`src/rtl/lsu_tlbwrdp_if.sv`:
```
// DTLB write-port bundle between lsu_tlbwrdp (master) and the DTLB (slave).
interface lsu_tlbwrdp_if;
  logic        tlb_wr_vld;
  logic [58:0] tlb_wr_tte_tag;
  logic [42:0] tlb_wr_tte_data;
  logic [5:0]  tlb_wr_index;
  logic        tlb_wr_index_vld;
  logic        tlb_wr_ack;

  modport master (
    output tlb_wr_vld, tlb_wr_tte_tag, tlb_wr_tte_data, tlb_wr_index, tlb_wr_index_vld,
    input  tlb_wr_ack
  );

  modport slave (
    input  tlb_wr_vld, tlb_wr_tte_tag, tlb_wr_tte_data, tlb_wr_index, tlb_wr_index_vld,
    output tlb_wr_ack
  );
endinterface

```
`src/rtl/lsu_tlbwrdp.sv`:
```
// DTLB write datapath: unpacks ASI store data into STLB tag/data layout and holds the
// write request until acked. Define LSU_TLBWR_TIMEOUT_EN to add an abort timer.
module lsu_tlbwrdp #(
  parameter int TIMEOUT_CYC = 64
) (
  input  logic          rclk,
  input  logic          reset,
  input  logic          se,
  input  logic          si,
  output logic          so,
  input  logic [63:0]   lsu_st_data_g,
  input  logic          tag_access_wr_g,
  input  logic          data_in_wr_g,
  input  logic          data_access_wr_g,
  input  logic [5:0]    lsu_ldst_va_g,
  lsu_tlbwrdp_if.master tlb,
  output logic          lsu_tlbwr_busy,
  output logic          lsu_tlbwr_done,
  output logic          lsu_tlbwr_drop
`ifdef LSU_TLBWR_TIMEOUT_EN
  ,
  output logic          lsu_tlbwr_timeout
`endif
);

  // STLB tag field positions
  localparam int T_V          = 58;
  localparam int T_U          = 57;
  localparam int T_VA_27_22_V = 56;
  localparam int T_VA_21_16_V = 55;
  localparam int T_PARITY     = 54;
  localparam int T_VA_HI_MSB  = 53;   // VA[47:22]
  localparam int T_VA_HI_LSB  = 28;
  localparam int T_VA_15_13_V = 27;
  localparam int T_VA_LO_MSB  = 23;   // VA[21:13]
  localparam int T_VA_LO_LSB  = 15;
  localparam int T_CTX_MSB    = 12;   // context[12:0]

  // STLB data field positions
  localparam int D_PARITY     = 42;
  localparam int D_NFO        = 41;
  localparam int D_IE         = 40;
  localparam int D_PA_MSB     = 39;   // PA[39:13] kept bit-aligned
  localparam int D_PA_LSB     = 13;
  localparam int D_SEL_27_22  = 12;
  localparam int D_SEL_21_16  = 11;
  localparam int D_SEL_15_13  = 10;
  localparam int D_L          = 6;
  localparam int D_CP         = 5;
  localparam int D_CV         = 4;
  localparam int D_E          = 3;
  localparam int D_P          = 2;
  localparam int D_W          = 1;

  typedef enum logic {IDLE = 1'b0, REQ = 1'b1} state_t;

  typedef struct packed {
    state_t      state;
    logic [47:0] tag_access;
    logic        vld;
    logic [58:0] tag;
    logic [42:0] data;
    logic [5:0]  index;
    logic        index_vld;
    logic        done;
    logic        drop;
`ifdef LSU_TLBWR_TIMEOUT_EN
    logic [7:0]  cnt;
    logic        timeout;
`endif
  } regs_t;

  localparam int REGS_W = $bits(regs_t);

  regs_t       r;
  logic [63:0] d;
  logic [2:0]  sz;
  logic [2:0]  sel;
  logic [58:0] fmt_tag;
  logic [42:0] fmt_data;
  logic        start;
  logic        unused_bits;

  assign d     = lsu_st_data_g;
  assign sz    = {d[48], d[62:61]};
  assign start = data_in_wr_g | data_access_wr_g;

  // Reserved size encodings fall back to 8K.
  always_comb begin
    case (sz)
      3'b001:  sel = 3'b001;
      3'b011:  sel = 3'b011;
      3'b101:  sel = 3'b111;
      default: sel = 3'b000;
    endcase
  end

  always_comb begin
    fmt_data                     = '0;
    fmt_data[D_NFO]              = d[60];
    fmt_data[D_IE]               = d[59];
    fmt_data[D_PA_MSB:D_PA_LSB]  = d[39:13];
    fmt_data[D_SEL_27_22]        = sel[2];
    fmt_data[D_SEL_21_16]        = sel[1];
    fmt_data[D_SEL_15_13]        = sel[0];
    fmt_data[D_L]                = d[6];
    fmt_data[D_CP]               = d[5];
    fmt_data[D_CV]               = d[4];
    fmt_data[D_E]                = d[3];
    fmt_data[D_P]                = d[2];
    fmt_data[D_W]                = d[1];
    fmt_data[D_PARITY]           = ^fmt_data[D_PARITY-1:0];
  end

  // Parity covers the same bits the read-side checker folds, skipping the parity slot.
  always_comb begin
    fmt_tag                            = '0;
    fmt_tag[T_V]                       = d[63];
    fmt_tag[T_U]                       = d[47];
    fmt_tag[T_VA_27_22_V]              = ~sel[2];
    fmt_tag[T_VA_21_16_V]              = ~sel[1];
    fmt_tag[T_VA_15_13_V]              = ~sel[0];
    fmt_tag[T_VA_HI_MSB:T_VA_HI_LSB]   = r.tag_access[47:22];
    fmt_tag[T_VA_LO_MSB:T_VA_LO_LSB]   = r.tag_access[21:13];
    fmt_tag[T_CTX_MSB:0]               = r.tag_access[12:0];
    fmt_tag[T_PARITY]                  = ^{fmt_tag[58:55], fmt_tag[53:27], fmt_tag[25], fmt_tag[23:0]};
  end

  // Every flop lives in one packed struct so scan shifts it as a single chain.
  always_ff @(posedge rclk) begin
    if (reset) begin
      r <= '0;
    end else if (se) begin
      r <= regs_t'({r[REGS_W-2:0], si});
    end else begin
      // NOTE: non-blocking throughout; each field below reads last cycle's r.
      r.done <= 1'b0;
      r.drop <= 1'b0;
`ifdef LSU_TLBWR_TIMEOUT_EN
      r.timeout <= 1'b0;
`endif
      if (tag_access_wr_g) r.tag_access <= d[47:0];
      case (r.state)
        IDLE: begin
          if (start) begin
            r.state     <= REQ;
            r.vld       <= 1'b1;
            r.tag       <= fmt_tag;
            r.data      <= fmt_data;
            r.index     <= data_access_wr_g ? lsu_ldst_va_g : 6'd0;
            r.index_vld <= data_access_wr_g;
`ifdef LSU_TLBWR_TIMEOUT_EN
            r.cnt       <= 8'd0;
`endif
          end
        end
        REQ: begin
          if (start) r.drop <= 1'b1;
          if (tlb.tlb_wr_ack) begin
            r.state <= IDLE;
            r.vld   <= 1'b0;
            r.done  <= 1'b1;
          end
`ifdef LSU_TLBWR_TIMEOUT_EN
          else if (r.cnt == 8'(TIMEOUT_CYC - 1)) begin
            r.state   <= IDLE;
            r.vld     <= 1'b0;
            r.timeout <= 1'b1;
          end else begin
            r.cnt <= r.cnt + 8'd1;
          end
`endif
        end
        default: r.state <= IDLE;
      endcase
    end
  end

  assign so                   = r[REGS_W-1];
  assign tlb.tlb_wr_vld       = r.vld;
  assign tlb.tlb_wr_tte_tag   = r.tag;
  assign tlb.tlb_wr_tte_data  = r.data;
  assign tlb.tlb_wr_index     = r.index;
  assign tlb.tlb_wr_index_vld = r.index_vld;
  assign lsu_tlbwr_busy       = (r.state == REQ);
  assign lsu_tlbwr_done       = r.done;
  assign lsu_tlbwr_drop       = r.drop;

`ifdef LSU_TLBWR_TIMEOUT_EN
  assign lsu_tlbwr_timeout = r.timeout;
  assign unused_bits       = ^d[58:49];
`else
  assign unused_bits       = ^{d[58:49], TIMEOUT_CYC[0]};
`endif

endmodule

```
`src/flat_wrapper.sv`:
```
// flat-port wrapper written by rule: the top's interface ports become plain ports
module lsu_tlbwrdp_flat 
#(
  parameter int TIMEOUT_CYC = 64
)
  (rclk, reset, se, si, so, lsu_st_data_g, tag_access_wr_g, data_in_wr_g, data_access_wr_g, lsu_ldst_va_g, lsu_tlbwr_busy, lsu_tlbwr_done, lsu_tlbwr_drop, tlb_tlb_wr_vld, tlb_tlb_wr_tte_tag, tlb_tlb_wr_tte_data, tlb_tlb_wr_index, tlb_tlb_wr_index_vld, tlb_tlb_wr_ack);
  lsu_tlbwrdp_if tlb_i ();
  input  logic rclk;
  input  logic reset;
  input  logic se;
  input  logic si;
  output logic so;
  input  logic [63:0] lsu_st_data_g;
  input  logic tag_access_wr_g;
  input  logic data_in_wr_g;
  input  logic data_access_wr_g;
  input  logic [5:0] lsu_ldst_va_g;
  output logic lsu_tlbwr_busy;
  output logic lsu_tlbwr_done;
  output logic lsu_tlbwr_drop;
  output wire logic [$bits(tlb_i.tlb_wr_vld)-1:0] tlb_tlb_wr_vld;
  output wire logic [$bits(tlb_i.tlb_wr_tte_tag)-1:0] tlb_tlb_wr_tte_tag;
  output wire logic [$bits(tlb_i.tlb_wr_tte_data)-1:0] tlb_tlb_wr_tte_data;
  output wire logic [$bits(tlb_i.tlb_wr_index)-1:0] tlb_tlb_wr_index;
  output wire logic [$bits(tlb_i.tlb_wr_index_vld)-1:0] tlb_tlb_wr_index_vld;
  input wire logic [$bits(tlb_i.tlb_wr_ack)-1:0] tlb_tlb_wr_ack;
  assign tlb_tlb_wr_vld = tlb_i.tlb_wr_vld;
  assign tlb_tlb_wr_tte_tag = tlb_i.tlb_wr_tte_tag;
  assign tlb_tlb_wr_tte_data = tlb_i.tlb_wr_tte_data;
  assign tlb_tlb_wr_index = tlb_i.tlb_wr_index;
  assign tlb_tlb_wr_index_vld = tlb_i.tlb_wr_index_vld;
  assign tlb_i.tlb_wr_ack = tlb_tlb_wr_ack;
  lsu_tlbwrdp #(.TIMEOUT_CYC(TIMEOUT_CYC)) u_core (.rclk(rclk), .reset(reset), .se(se), .si(si), .so(so), .lsu_st_data_g(lsu_st_data_g), .tag_access_wr_g(tag_access_wr_g), .data_in_wr_g(data_in_wr_g), .data_access_wr_g(data_access_wr_g), .lsu_ldst_va_g(lsu_ldst_va_g), .tlb(tlb_i), .lsu_tlbwr_busy(lsu_tlbwr_busy), .lsu_tlbwr_done(lsu_tlbwr_done), .lsu_tlbwr_drop(lsu_tlbwr_drop));
endmodule
```
`config.mk`:
```
export PLATFORM = sky130hd
export DESIGN_NAME = lsu_tlbwrdp_flat
export DESIGN_NICKNAME = d
export VERILOG_FILES = /design/src/rtl/lsu_tlbwrdp_if.sv /design/src/rtl/lsu_tlbwrdp.sv /design/src/flat_wrapper.sv
export SDC_FILE = /design/constraint.sdc
export NUM_CORES = 1
export LEC_CHECK = 0
export ABC_AREA = 1
export BUFFER_PORTS_ARGS = -buffer_cell sky130_fd_sc_hd__buf_4
export CAP_MARGIN = 30
export CORE_ASPECT_RATIO = 0.8
export CORE_MARGIN = 4
export CORE_UTILIZATION = 37
export DETAILED_ROUTE_END_ITERATION = 16
export SLEW_MARGIN = 20
export SYNTH_ARGS = -nofsm -noshare
export SYNTH_HDL_FRONTEND = slang
export SYNTH_SLANG_ARGS = --single-unit
```
`constraint.sdc`:
```
create_clock -name rclk -period 3.3 [get_ports rclk]
set_input_delay 0.66 -clock rclk [delete_from_list [all_inputs] [get_ports rclk]]
set_output_delay 0.66 -clock rclk [all_outputs]
set_load 0.01 [all_outputs]
```
* After elaboration in Yosys (flattened, before gate mapping)
Cells that the tools add are included.
** Word-level totals
- Word-level logic and storage cells :: 39
- Bits of input ports :: 78
- Flip-flop bits (word level) :: 161
** Operators by class
- Mux-type cells :: 13
- Bitwise logic cells :: 5
- Equality and inequality tests :: 6
- Reduce and logical (&&, ||, !) cells :: 6
** Operator list (count)
- two-way mux 161 bit :: 1
- two-way mux 110 bit :: 1
- two-way mux 109 bit :: 1
- parity 56 bit :: 1
- two-way mux 48 bit :: 1
- parity 42 bit :: 1
- case mux 3 bit (3 select lines) :: 1
- two-way mux 6 bit :: 1
- two-way mux 1 bit :: 4
- NOT 1 bit :: 4
- case mux 1 bit (2 select lines) :: 2
- AND reduction 2 bit :: 2
- nonzero test 2 bit :: 2
- == test 3 x 1 -> 1 bit (second input constant) :: 1
- == test 3 x 2 -> 1 bit (second input constant) :: 1
- == test 3 bit (second input constant) :: 1
- inequality test 3 x 2 -> 1 bit (second input constant) :: 1
- inequality test 3 bit (second input constant) :: 1
- two-way mux 2 bit :: 1
- inequality test 2 bit (second input constant) :: 1
- bitwise OR 1 bit :: 1

* Depth between registers and ports, before layout
- Depth in word-level cells :: 7
- Mapped depth :: 15
- Mapped depth without buffers :: 15

* Least setup slack after synthesis
No wires, ideal clock.
- Kind :: in2reg
- From :: in se
- To :: reg u_core.r, in the netlist u_core.fmt_tag[21]
- Cell stages on the path :: 7
- Setup slack :: 1.645 ns
- Data required time :: 3.190 ns
- Data arrival time :: 1.545 ns
- Cell sequence :: buf_4 inv_1 buf_2 clkbuf_1 o221ai_1 nand2_1 inv_1
** Between the ends
- Longest elaborated chain between the ends :: 1
- Elaborated cells between the ends (all ways) :: 2
- Classes of those cells :: mux (1); reduce/logical (1)
** RTL lines
- start: declaration :: RTL line flat_wrapper.sv:10 : input logic se;
- two-way mux 161 bit or nonzero test 2 bit (tied branches)
- end signal: assignment :: RTL line lsu_tlbwrdp.sv:134 : r <= regs_t'({r[REGS_W-2:0], si});
- end: declaration :: RTL line lsu_tlbwrdp.sv:75 : regs_t r;
Parallel ways exist; a longest one is shown, timed or not.
A chain may end at the register's enable or synchronous reset.

* Worst setup path after layout
- From :: reg u_core.r, in the netlist u_core.lsu_tlbwr_busy
- To :: reg u_core.r, in the netlist u_core.tlb.tlb_wr_tte_tag[27]
** Between the ends
- Longest elaborated chain between the ends :: 2
** RTL lines
- inequality test 2 bit (no source line)
- AND reduction 2 bit (no source line)
No other way between the ends.

==> summary.md <==
| Metric | Value |
|---|---|
| Run status | `complete, no violations` |
| Dpl cells | `1757` |
| DRT antenna net count | `0` |
| Fin area | `10600 µm²` |
| Num CTS Buffers | `17` |
| Final clock skew | `0.0102 ns` |
| Vias/cell | `4.97` |
| Drt first-iter violations | `605` |
| Kind of critical path | `flip-flop to flip-flop` |
| Nets | `1548` |
| Final Hold Viols | `0` |
| Hold Path End | `u_core.fmt_tag[52]` |
| Reg area | `3220 µm²` |
| Quantity of hold-fixing buffers added after cts | `0` |
| Max_cap viols | `0` |
| Maximum fanout along the worst path | `20` |
| Post-Route Utilization | `47.2%` |
| Global-route wire length before repair | `43.1 mm` |
| Tot Pwr | `5.15 mW` |
| Port buffer count | `181` |
| Total gr overflow | `0` |
| Final setup fails | `0` |
| Peak Freq | `0.480 GHz` |
| Final routed DRC violation total | `0` |
| Initial antenna violation count | `0` |
| RSZ-0062 raised after global routing | `no` |
| Skew-Pair Late Insertion Delay | `0.43 ns` |
| Final std cells w/o fill | `1788` |
| Worst endpoint required time | `3.66 ns` |
| Clock buffer depth | `2` |
| Dpl ws | `0.870 ns` |
| Hold Slack | `0.457 ns` |
| Layout cell share with drive strength beyond 1 | `16.3%` |
| WHS Path Cells | `3` |
| Syn Area/Cell | `6.39 µm²` |
| Final worst setup slack | `1.21 ns` |
| CTS Root Cell | `clkbuf_16` |
| Hold Path Class | `input pin to flip-flop` |
| Slew Limit Fails | `0` |
| Max_slew headroom | `38.7%` |
| Vias | `8878` |
| CTS tree | `yes` |
| Worst Setup End Kind | `flip-flop` |
| Total setup buffers inserted after CTS | `0` |
| Peak VDD IR | `0.312 mV` |
| Fin crit share | `63.2%` |
| R2r setup slk | `1.21 ns` |
| YS warnings | `0` |
| Worst reg2reg endpoint | `u_core.tlb.tlb_wr_tte_tag[27]` |
| Yosys reg bits | `161` |
| Total Wirelength | `27.1 mm` |
| Area growth syn-to-layout | `25.1%` |
| Post-CTS resize count | `0` |
| Chip Height | `143 µm` |
| Diode count | `0` |
| Fill cells | `2330` |
| Post-Syn Instances | `1327` |
| Lkg Pwr | `4.86 nW` |
| Area of the mapped netlist | `8480 µm²` |
| Multi-input combinational cell area | `4470 µm²` |
| First-pass DRT Iterations | `5` |
| Final GP Congestion | `0.862` |
| Netlist cell types | `32` |
| Worst endpoint data arrival time | `2.45 ns` |
| Worst r2r src | `u_core.lsu_tlbwr_busy` |
| CTS clk-pin slew, worst paths | `0.06 ns` |
| Vias in the first global route | `8118` |
| Pin count of the biggest net entering global routing | `86` |
| Core box area | `22500 µm²` |
| Die area | `25400 µm²` |
| Reg2reg path depth | `7` |
| Num rows | `49` |
| Starting Density | `37.7%` |
| Clock sinks | `161` |
| Placed Instance Area | `10000 µm²` |
| Pwr Density | `485 nW/µm²` |
| Syn nets | `1405` |
| Post-synthesis sequential area ratio | `38.0%` |
| I/O pins | `192` |
| Total Neg Setup Slack | `0 ns` |
| Tightest Pin Transition | `0.919 ns` |
| Hold Crit Start | `lsu_st_data_g[46]` |
| Final HPWL DP | `19.6 mm` |
| Wirelength per Cell | `15.2 µm` |
| Tot GR Track Use | `21.2%` |
| H-tree levels | `4` |
| Die Wd | `177 µm` |
| Period minus WS final | `2.09 ns` |
| Setup crit start kind | `flip-flop` |
[synth_stat cells, drive strengths merged]
library cell	n	area (µm²)
xnor2	21	184
dfxtp	161	3220
a211oi	11	82.6
nand2	574	2160
a22oi	16	120
o221ai	17	149
xor2	12	105
o22ai	1	6.26
buf	38	191
a21oi	37	200
nor3b	1	7.51
a31oi	76	475
nand3b	1	7.51
o21ai	61	305
a221oi	1	8.76
nand3	53	270
nor2	68	288
clkbuf	34	128
inv	124	465
clkinv	1	3.75
nor3	19	106
[critical path: stages, from the launching register on]
cell	delay (ns)
dfxtp_1	0.39
nor2_4	0.46
inv_2	0.12
nor2_4	0.47
inv_1	0.15
nor2_1	0.16
a21oi_1	0.10
a21oi_1	0.16
[registers in the layout, indices dropped and copies added (netlist names)]
name                         cells
u_core.lsu_tlbwr_drop            1
u_core.lsu_tlbwr_done            1
u_core.tlb.tlb_wr_index          6
u_core.tlb.tlb_wr_tte_tag       59
u_core.fmt_tag                  48
u_core.tlb.tlb_wr_vld            1
u_core.lsu_tlbwr_busy            1
u_core.tlb.tlb_wr_tte_data      43
u_core.tlb.tlb_wr_index_vld      1
[kinds of logic after synthesis]
| logic type | count (synthesis) | share of synthesized area [%] |
|---|---|---|
| AOI/OAI and AO/OA | 220 | 15.9 |
| xor gates and xnor gates | 33 | 3.41 |
| buffers and inverters | 197 | 9.29 |
| DFF | 161 | 38.0 |
| and+or+nand+nor | 716 | 33.4 |
[cells in the final DEF, fill, tap and decap left out, types with 2 or more instances in the layout]
| cell type | Yosys | layout |
|---|---|---|
| inv_1 | 119 | 118 |
| a21oi_1 | 35 | 35 |
| clkinv_2 | 0 | 3 |
| nand3_1 | 52 | 52 |
| dfxtp_1 | 161 | 161 |
| clkbuf_16 | 0 | 17 |
| clkbuf_8 | 0 | 3 |
| clkbuf_1 | 34 | 2 |
| a22oi_1 | 16 | 16 |
| nor2_4 | 4 | 4 |
| xnor2_1 | 21 | 21 |
| a31oi_1 | 76 | 76 |
| o21ai_0 | 61 | 61 |
| a211oi_1 | 11 | 11 |
| buf_4 | 4 | 195 |
| nor3_1 | 18 | 18 |
| nor2_1 | 63 | 63 |
| xor2_1 | 12 | 12 |
| clkinvlp_4 | 0 | 3 |
| inv_2 | 5 | 6 |
| nand2_1 | 573 | 573 |
| bufinv_16 | 0 | 2 |
| o221ai_1 | 17 | 17 |
[routing by layer]
layer	global-route usage (%)	part of all wire, %	vias to the layer above
met3	5.42	6.9	16
li1	-	-	4551
met4	4.11	0.88	0
met1	28.6	46	4050
met2	34.9	46	261
met5	0	0	-
[power breakdown]
| part | switching [mW] | internal (mW) |
|---|---|---|
| Clock | 0.846 | 1.17 |
| Sequential | 0.101 | 2.04 |
| Combinational | 0.611 | 0.378 |
| Total | 1.56 | 3.59 |
[how the worst max path moves through the flow]
stage                          startpoint                            end  slack (ns)  depth (start not counted)
floorplan                              se             u_core.fmt_tag[21]        1.65                          7
global placement         data_access_wr_g  u_core.tlb.tlb_wr_tte_tag[27]        0.88                          9
detailed placement       data_access_wr_g  u_core.tlb.tlb_wr_tte_tag[27]        0.87                          9
CTS                 u_core.lsu_tlbwr_busy  u_core.tlb.tlb_wr_tte_tag[27]        1.21                          7
global route        u_core.lsu_tlbwr_busy  u_core.tlb.tlb_wr_tte_tag[27]        0.98                          7
finish              u_core.lsu_tlbwr_busy  u_core.tlb.tlb_wr_tte_tag[27]        1.21                          7
[final cells by class]
| class | instances | share of cell area (%) |
|---|---|---|
| Multi-Input combinational cell | 969 | 42.1 |
| Clock inverter | 9 | 1.00 |
| Sequential cell | 161 | 30.4 |
| Inverter | 125 | 4.42 |
| Timing Repair Buffer | 196 | 14.0 |
| Clock buffer | 22 | 4.47 |
| Tap cell | 306 | 3.61 |
Note: power is estimated with default switching activity, not from simulation.
